--- config.mk ---
export PLATFORM = sky130hd
export DESIGN_NAME = issueq_wakeup_ready
export DESIGN_NICKNAME = d
export VERILOG_FILES = /design/src/rtl/issueq_wakeup_ready_pkg.sv /design/src/rtl/issueq_wakeup_ready_checker.sv /design/src/rtl/issueq_wakeup_ready_tag_match.sv /design/src/rtl/issueq_wakeup_ready.sv
export SDC_FILE = /design/constraint.sdc
export NUM_CORES = 2
export LEC_CHECK = 0
export CAP_MARGIN = 20
export CORE_UTILIZATION = 63
export DETAILED_ROUTE_END_ITERATION = 7
export GPL_TIMING_DRIVEN = 0
export PLACE_DENSITY_LB_ADDON = 0.08
export SLEW_MARGIN = 30
export SYNTH_ARGS = -nofsm -noshare
export SYNTH_HDL_FRONTEND = slang
export SYNTH_SLANG_ARGS = --single-unit
--- constraint.sdc ---
create_clock -name clk -period 1.5 [get_ports clk]
set_input_delay 0.15 -clock clk [delete_from_list [all_inputs] [get_ports clk]]
set_output_delay 0.15 -clock clk [all_outputs]
set_load 0.01 [all_outputs]
--- src/rtl/issueq_wakeup_ready_pkg.sv ---
// Shared sizing constants and the per-entry ready-tracking record for the
// issue-queue wakeup/ready block.
package issueq_wakeup_ready_pkg;

  localparam int SIZE_ISSUEQ       = 32;
  localparam int SIZE_ISSUEQ_LOG   = 5;
  localparam int SIZE_PHYSICAL_LOG = 7;
  localparam int WAKEUP_WIDTH      = 2;

  typedef logic [SIZE_PHYSICAL_LOG-1:0] tag_t;

  typedef struct packed {
    logic valid;
    tag_t tag1;
    logic rdy1;
    tag_t tag2;
    logic rdy2;
  } entry_t;

  localparam entry_t ENTRY_RESET = '{
    valid: 1'b0,
    tag1:  {SIZE_PHYSICAL_LOG{1'b0}},
    rdy1:  1'b0,
    tag2:  {SIZE_PHYSICAL_LOG{1'b0}},
    rdy2:  1'b0
  };

  // An entry asks select for issue only when it holds an instruction whose
  // two source operands are both available.
  function automatic logic entry_requests(input entry_t e);
    return e.valid & e.rdy1 & e.rdy2;
  endfunction

endpackage

--- src/rtl/issueq_wakeup_ready_checker.sv ---
// Protocol checker for issueq_wakeup_ready: flags dispatch/grant collisions,
// dispatch into an occupied entry and (with ISSUEQ_OCCUPANCY_COUNT_EN) any
// drift between the occupancy counter and the valid bitmap.
module issueq_wakeup_ready_checker
  import issueq_wakeup_ready_pkg::*;
(
  input logic                       clk,
  input logic                       reset,
  input logic                       dispatch_valid,
  input logic [SIZE_ISSUEQ_LOG-1:0] dispatch_entry,
  input logic                       granted_valid,
  input logic [SIZE_ISSUEQ_LOG-1:0] granted_entry,
  input logic [SIZE_ISSUEQ-1:0]     entry_valid
`ifdef ISSUEQ_OCCUPANCY_COUNT_EN
  ,
  input logic [SIZE_ISSUEQ_LOG:0]   count
`endif
);

  a_no_grant_dispatch_same_entry : assert property (@(posedge clk) disable iff (!reset)
    !(dispatch_valid && granted_valid && (dispatch_entry == granted_entry)));

  a_dispatch_to_free_entry : assert property (@(posedge clk) disable iff (!reset)
    !(dispatch_valid && entry_valid[dispatch_entry]));

`ifdef ISSUEQ_OCCUPANCY_COUNT_EN
  a_count_matches_popcount : assert property (@(posedge clk) disable iff (!reset)
    (32'(count) == $countones(entry_valid)));
`endif

endmodule

--- src/rtl/issueq_wakeup_ready_tag_match.sv ---
// issueq_tag_match: compares one physical tag against every wakeup broadcast
// port and reports whether any valid port carries that tag.
module issueq_tag_match
  import issueq_wakeup_ready_pkg::*;
#(
  parameter int TAG_W = SIZE_PHYSICAL_LOG,
  parameter int PORTS = WAKEUP_WIDTH
) (
  input  logic [TAG_W-1:0]       tag,
  input  logic [PORTS-1:0]       wakeup_valid,
  input  logic [PORTS*TAG_W-1:0] wakeup_tags,
  output logic                   match
);

  // OR together the per-port equality results; duplicate tags are harmless.
  always_comb begin
    match = 1'b0;
    for (int k = 0; k < PORTS; k++) begin
      match = match | (wakeup_valid[k] & (wakeup_tags[k*TAG_W +: TAG_W] == tag));
    end
  end

endmodule

--- src/rtl/issueq_wakeup_ready.sv ---
// issueq_wakeup_ready: per-entry operand ready tracking for a 32-entry issue
// queue. Captures tags/ready bits at dispatch, applies tag wakeups, retires
// granted entries and drives the request vector for the select tree.
// Optional feature macro: ISSUEQ_OCCUPANCY_COUNT_EN adds issueqCount_o, a
// registered count of valid entries.
module issueq_wakeup_ready
  import issueq_wakeup_ready_pkg::*;
(
  input  logic                                      clk,
  input  logic                                      reset,
  input  logic                                      flush_i,
  input  logic                                      dispatchValid_i,
  input  logic [SIZE_ISSUEQ_LOG-1:0]                dispatchEntry_i,
  input  logic [SIZE_PHYSICAL_LOG-1:0]              dispatchSrc1Tag_i,
  input  logic                                      dispatchSrc1Ready_i,
  input  logic [SIZE_PHYSICAL_LOG-1:0]              dispatchSrc2Tag_i,
  input  logic                                      dispatchSrc2Ready_i,
  input  logic [WAKEUP_WIDTH-1:0]                   wakeupValid_i,
  input  logic [WAKEUP_WIDTH*SIZE_PHYSICAL_LOG-1:0] wakeupTags_i,
  input  logic                                      grantedValid_i,
  input  logic [SIZE_ISSUEQ_LOG-1:0]                grantedEntry_i,
  output logic [SIZE_ISSUEQ-1:0]                    requestVector_o,
  output logic [SIZE_ISSUEQ-1:0]                    entryValid_o
`ifdef ISSUEQ_OCCUPANCY_COUNT_EN
  ,
  output logic [SIZE_ISSUEQ_LOG:0]                  issueqCount_o
`endif
);

  entry_t entries_r      [SIZE_ISSUEQ];
  entry_t entries_next_s [SIZE_ISSUEQ];

  logic [SIZE_ISSUEQ-1:0] match1_s;
  logic [SIZE_ISSUEQ-1:0] match2_s;
  logic                   disp_match1_s;
  logic                   disp_match2_s;

  // Wakeup comparators for the two stored tags of every entry.
  for (genvar i = 0; i < SIZE_ISSUEQ; i++) begin : g_entry_match
    issueq_tag_match #(.TAG_W(SIZE_PHYSICAL_LOG), .PORTS(WAKEUP_WIDTH)) u_match1 (
      .tag          (entries_r[i].tag1),
      .wakeup_valid (wakeupValid_i),
      .wakeup_tags  (wakeupTags_i),
      .match        (match1_s[i])
    );
    issueq_tag_match #(.TAG_W(SIZE_PHYSICAL_LOG), .PORTS(WAKEUP_WIDTH)) u_match2 (
      .tag          (entries_r[i].tag2),
      .wakeup_valid (wakeupValid_i),
      .wakeup_tags  (wakeupTags_i),
      .match        (match2_s[i])
    );
  end

  // Dispatch-time bypass: a source produced in the dispatch cycle is ready.
  issueq_tag_match #(.TAG_W(SIZE_PHYSICAL_LOG), .PORTS(WAKEUP_WIDTH)) u_disp_match1 (
    .tag          (dispatchSrc1Tag_i),
    .wakeup_valid (wakeupValid_i),
    .wakeup_tags  (wakeupTags_i),
    .match        (disp_match1_s)
  );
  issueq_tag_match #(.TAG_W(SIZE_PHYSICAL_LOG), .PORTS(WAKEUP_WIDTH)) u_disp_match2 (
    .tag          (dispatchSrc2Tag_i),
    .wakeup_valid (wakeupValid_i),
    .wakeup_tags  (wakeupTags_i),
    .match        (disp_match2_s)
  );

  // Next entry state with priority flush > grant > dispatch > wakeup.
  always_comb begin
    for (int i = 0; i < SIZE_ISSUEQ; i++) begin
      entries_next_s[i] = entries_r[i];
      if (flush_i) begin
        entries_next_s[i].valid = 1'b0;
      end else if (grantedValid_i && (grantedEntry_i == SIZE_ISSUEQ_LOG'(i))) begin
        entries_next_s[i].valid = 1'b0;
      end else if (dispatchValid_i && (dispatchEntry_i == SIZE_ISSUEQ_LOG'(i))) begin
        entries_next_s[i].valid = 1'b1;
        entries_next_s[i].tag1  = dispatchSrc1Tag_i;
        entries_next_s[i].rdy1  = dispatchSrc1Ready_i | disp_match1_s;
        entries_next_s[i].tag2  = dispatchSrc2Tag_i;
        entries_next_s[i].rdy2  = dispatchSrc2Ready_i | disp_match2_s;
      end else if (entries_r[i].valid) begin
        entries_next_s[i].rdy1 = entries_r[i].rdy1 | match1_s[i];
        entries_next_s[i].rdy2 = entries_r[i].rdy2 | match2_s[i];
      end else begin
        entries_next_s[i] = entries_r[i];
      end
    end
  end

  // Entry state flops; reset discards every entry immediately.
  always_ff @(posedge clk or negedge reset) begin
    if (!reset) begin
      for (int i = 0; i < SIZE_ISSUEQ; i++) begin
        entries_r[i] <= ENTRY_RESET;
      end
    end else begin
      for (int i = 0; i < SIZE_ISSUEQ; i++) begin
        entries_r[i] <= entries_next_s[i];
      end
    end
  end

  // Request and occupancy vectors decoded purely from the entry flops.
  always_comb begin
    requestVector_o = {SIZE_ISSUEQ{1'b0}};
    entryValid_o    = {SIZE_ISSUEQ{1'b0}};
    for (int i = 0; i < SIZE_ISSUEQ; i++) begin
      requestVector_o[i] = entry_requests(entries_r[i]);
      entryValid_o[i]    = entries_r[i].valid;
    end
  end

`ifdef ISSUEQ_OCCUPANCY_COUNT_EN
  logic [SIZE_ISSUEQ_LOG:0] count_r;
  logic                     count_inc_s;
  logic                     count_dec_s;

  // A dispatch only adds an entry when it lands on a free slot and is not
  // overridden by a grant to the same index; only valid grants remove one.
  always_comb begin
    count_dec_s = grantedValid_i & entries_r[grantedEntry_i].valid;
    count_inc_s = dispatchValid_i & ~entries_r[dispatchEntry_i].valid &
                  ~(grantedValid_i & (grantedEntry_i == dispatchEntry_i));
  end

  // Occupancy counter; flush empties the queue in one cycle.
  always_ff @(posedge clk or negedge reset) begin
    if (!reset) begin
      count_r <= {(SIZE_ISSUEQ_LOG+1){1'b0}};
    end else if (flush_i) begin
      count_r <= {(SIZE_ISSUEQ_LOG+1){1'b0}};
    end else begin
      count_r <= count_r + {{SIZE_ISSUEQ_LOG{1'b0}}, count_inc_s}
                         - {{SIZE_ISSUEQ_LOG{1'b0}}, count_dec_s};
    end
  end

  assign issueqCount_o = count_r;
`endif

  issueq_wakeup_ready_checker u_checker (
    .clk            (clk),
    .reset          (reset),
    .dispatch_valid (dispatchValid_i),
    .dispatch_entry (dispatchEntry_i),
    .granted_valid  (grantedValid_i),
    .granted_entry  (grantedEntry_i),
    .entry_valid    (entryValid_o)
`ifdef ISSUEQ_OCCUPANCY_COUNT_EN
    ,
    .count          (count_r)
`endif
  );

endmodule

==> impl_metrics.toml <==
[status]
outcome = "finished, violations left"
violations = "hold timing, setup timing"

[grt]
gr-total-overflow = 0
grt_max_degree = 86
antenna_found_initial = 4
globalRouteTotalUtil_pct = 51.3
grt_pass1_wl_um = 191000
grt_pass1_vias = 27200

[synth]
async_flop_share_pct = 100
ys_types = 44
synth-seq-cells = 544
syn-num-nets = 3027
syn_inst = 2980
synth_warnings = 0
synth_edf_count = 0
yosysSeqAreaShare_pct = 41.3
ys.flop_type = "dfrtp_1"
synth_top_area_cell = "dfrtp_1"
netlist_top_cells_area = "dfrtp_1, xnor2_1, mux2_2"
postSynthAreaPerCell_sq_um = 11.1
synth_area_sq_um = 33000
yosysTopAreaCellShare_pct = 41.3

[setup_path]
end_kind = "output port"
cp.required_ns = 1.35
crit_arrival_ns = 1.55
cp-startpoint = "entryValid_o[5]"
r2r-start = "entries_r[310]"
start_kind = "register"
crit_fanout = 2
crit_type = "register to output port"

[timing]
fin_crit_ns = 1.70
finalHoldViolCount = 158
rsz0062_at_grt = "true"
tightest_slew_ns = 1.17
hold_ws_ns = -0.164
setup_violations = 53
timing.final.ws_setup_ns = -0.201
skew_ns = 0.0221
slew_headroom_pct = 22.0
finalMaxSlewViolations = 0
post-route-period-util_pct = 113
fmaxAchievable_mhz = 588

[power]
p_leak_nw = 15.9
switchingPower_mw = 13.6
pwr-share-seq_pct = 41.2
powerDensity_nw_per_um2 = 1110
internal-power_mw = 30.7
p_total_mw = 44.4
combPwrFrac_pct = 22.7
power_frac_clock_pct = 36.1
p_sw_share_pct = 30.7
peakVddDrop_mv = 1.21

[route]
wl_per_cell_um = 34.6
drc = 0
finalWirelength_um = 137000
drtPass1Iterations = 6
vias = 27300
vias_per_cell = 6.87
drtAntennaViolNets = 0
dr.first_iter.drc_count = 3929

[worst_hold_path]
hold_class = "input pin to asynchronous set/reset pin"

[final_layout]
final_cell_mix = "xnor2_1, dfrtp_1, mux2_2"
area_growth_syn_to_layout_pct = 21.1
layout-drive-gt1-share_pct = 33.3
design_area_sq_um = 39900
n_fill_cell = 3356
num-nets-final = 3284
layout_commonest_cell = "xnor2_1"

[clocking]
cts_inserted_buffers = 59
cts_tree = "yes"
cts_htree_levels = 2
clock_sinks = 544
clock_latency_ns = 0.67
clk_pin_slew_worst_paths_ns = 0.07
cts_buffer_depth = 3
root_buffer = "clkbuf_16"

[die]
boundaryPins = 111
coreArea_sq_um = 51500
rows = 83
initial_core_util_pct = 64.0
design.die.area_sq_um = 53200
die_width_um = 231
die_h_um = 231

[placed_design]
place_congestion = 1.04
dpl_cell_area_sq_um = 35500
port_buffers = 95
dp_hpwl_um = 85500

[run]
cap_viol_max_count = 0
metal layers:
metal	GRT usage, %	share of wire (%)	vias up	routed length (um)
met5	0	0	-	0
met4	40.1	9.4	0	12900
met3	18.9	15	721	20500
met2	71.9	41	2176	56100
met1	63.9	35	13600	47600
li1	-	-	10700	-
stage by stage:
step	utilization [%]	setup TNS, ns	cells	hold WS (ns)	setup WS, ns
after floorplan	-	-10.47	2980	-0.146	-0.176
after global placement	68.4	-	3755	0.535	-23.64
after detailed placement	68.9	-660.58	3764	0.0198	-1.57
after CTS	76.4	-5.36	3935	-0.342	-0.151
after global routing	77.5	-2.22	3966	-0.118	-0.198
final	77.5	-1.84	3967	-0.164	-0.201
power groups by stage:
stage               clock [mW]  sequential (mW)  combinational, mW
CTS                       15.8             18.2               9.59
floorplan                    0             18.0               6.54
detailed placement           0             18.4               9.11
global placement             0             18.4               8.69
finish                    16.0             18.3               10.1
global route              16.4             18.4               10.4
worst max-delay path, stage by stage, from the launching register on:
cell	delay, ns
dfrtp_1	0.36
inv_2	0.06
nor3_4	0.28
buf_2	0.18
layout make-up:
class	count	area (sq um)	share of cell area [%]
Clock buffer	89	1830	4.59
Sequential cell	544	13600	34.1
Clock inverter	20	255	0.639
Multi-Input combinational cell	2105	18500	46.3
Timing Repair Buffer	202	1990	4.99
Antenna cell	2	5.00	0.0125
Buffer	274	2720	6.81
Inverter	51	191	0.479
Tap cell	680	851	2.13
worst paths after layout:
check / endpoint / cells after the start / slack (ns)
setup / recovery: requestVector_o[5] / 3 / -0.20
hold / removal: entries_r[439] / 6 / -0.16
setup reg to reg: entries_r[306] / 5 / 0.04
hold reg to reg: entries_r[34] / 2 / 0.57
max in group asynchronous: entries_r[139] / 9 / 0.35
min in group clk: entries_r[125] / 2 / 0.04
registers in the layout (all words and copies together), names as in the netlist:
signal        cells
entries_r       512
entryValid_o     32
repair_timing:
| action | in CTS | in global routing |
|---|---|---|
| resized for setup | 704 | 97 |
| cloned | 0 | 2 |
| setup endpoints to repair | 587 | 364 |
| pin swaps | 42 | 16 |
| setup buffers | 64 | 27 |
| hold buffers | 4 | 3 |
| hold endpoints to repair | 185 | 27 |
cell families after synthesis:
kind of cell / count (synthesis) / synth area share (%)
AOI/OAI and AO/OA: 140 / 2.97
xor gates and xnor gates: 924 / 24.6
buffers and inverters: 331 / 5.28
DFF: 544 / 41.3
muxes: 448 / 15.7
and+or+nand+nor: 593 / 10.2
Yosys cell counts (3+ instances only):
library cell and count:
xnor2_1 924, dfrtp_1 544, mux2_2 413, nand4_1 265, nor2_1 173, buf_2 150
clkbuf_1 70, nor4_1 54, inv_1 51, buf_4 47, a221oi_1 33, mux2_4 32
and3_1 31, a211oi_1 30, and2_1 27, a21oi_1 25, o21ai_0 16, o21a_1 15
nor3_1 11, o22ai_1 10, a31oi_1 8, and2_4 4, buf_12 4, buf_8 4
nor2_4 4, and4b_1 3, and4bb_2 3, mux2_1 3, nand4b_1 3, nand4bb_1 3
nor2b_1 3
No activity file was read; power rests on OpenSTA's default activity.
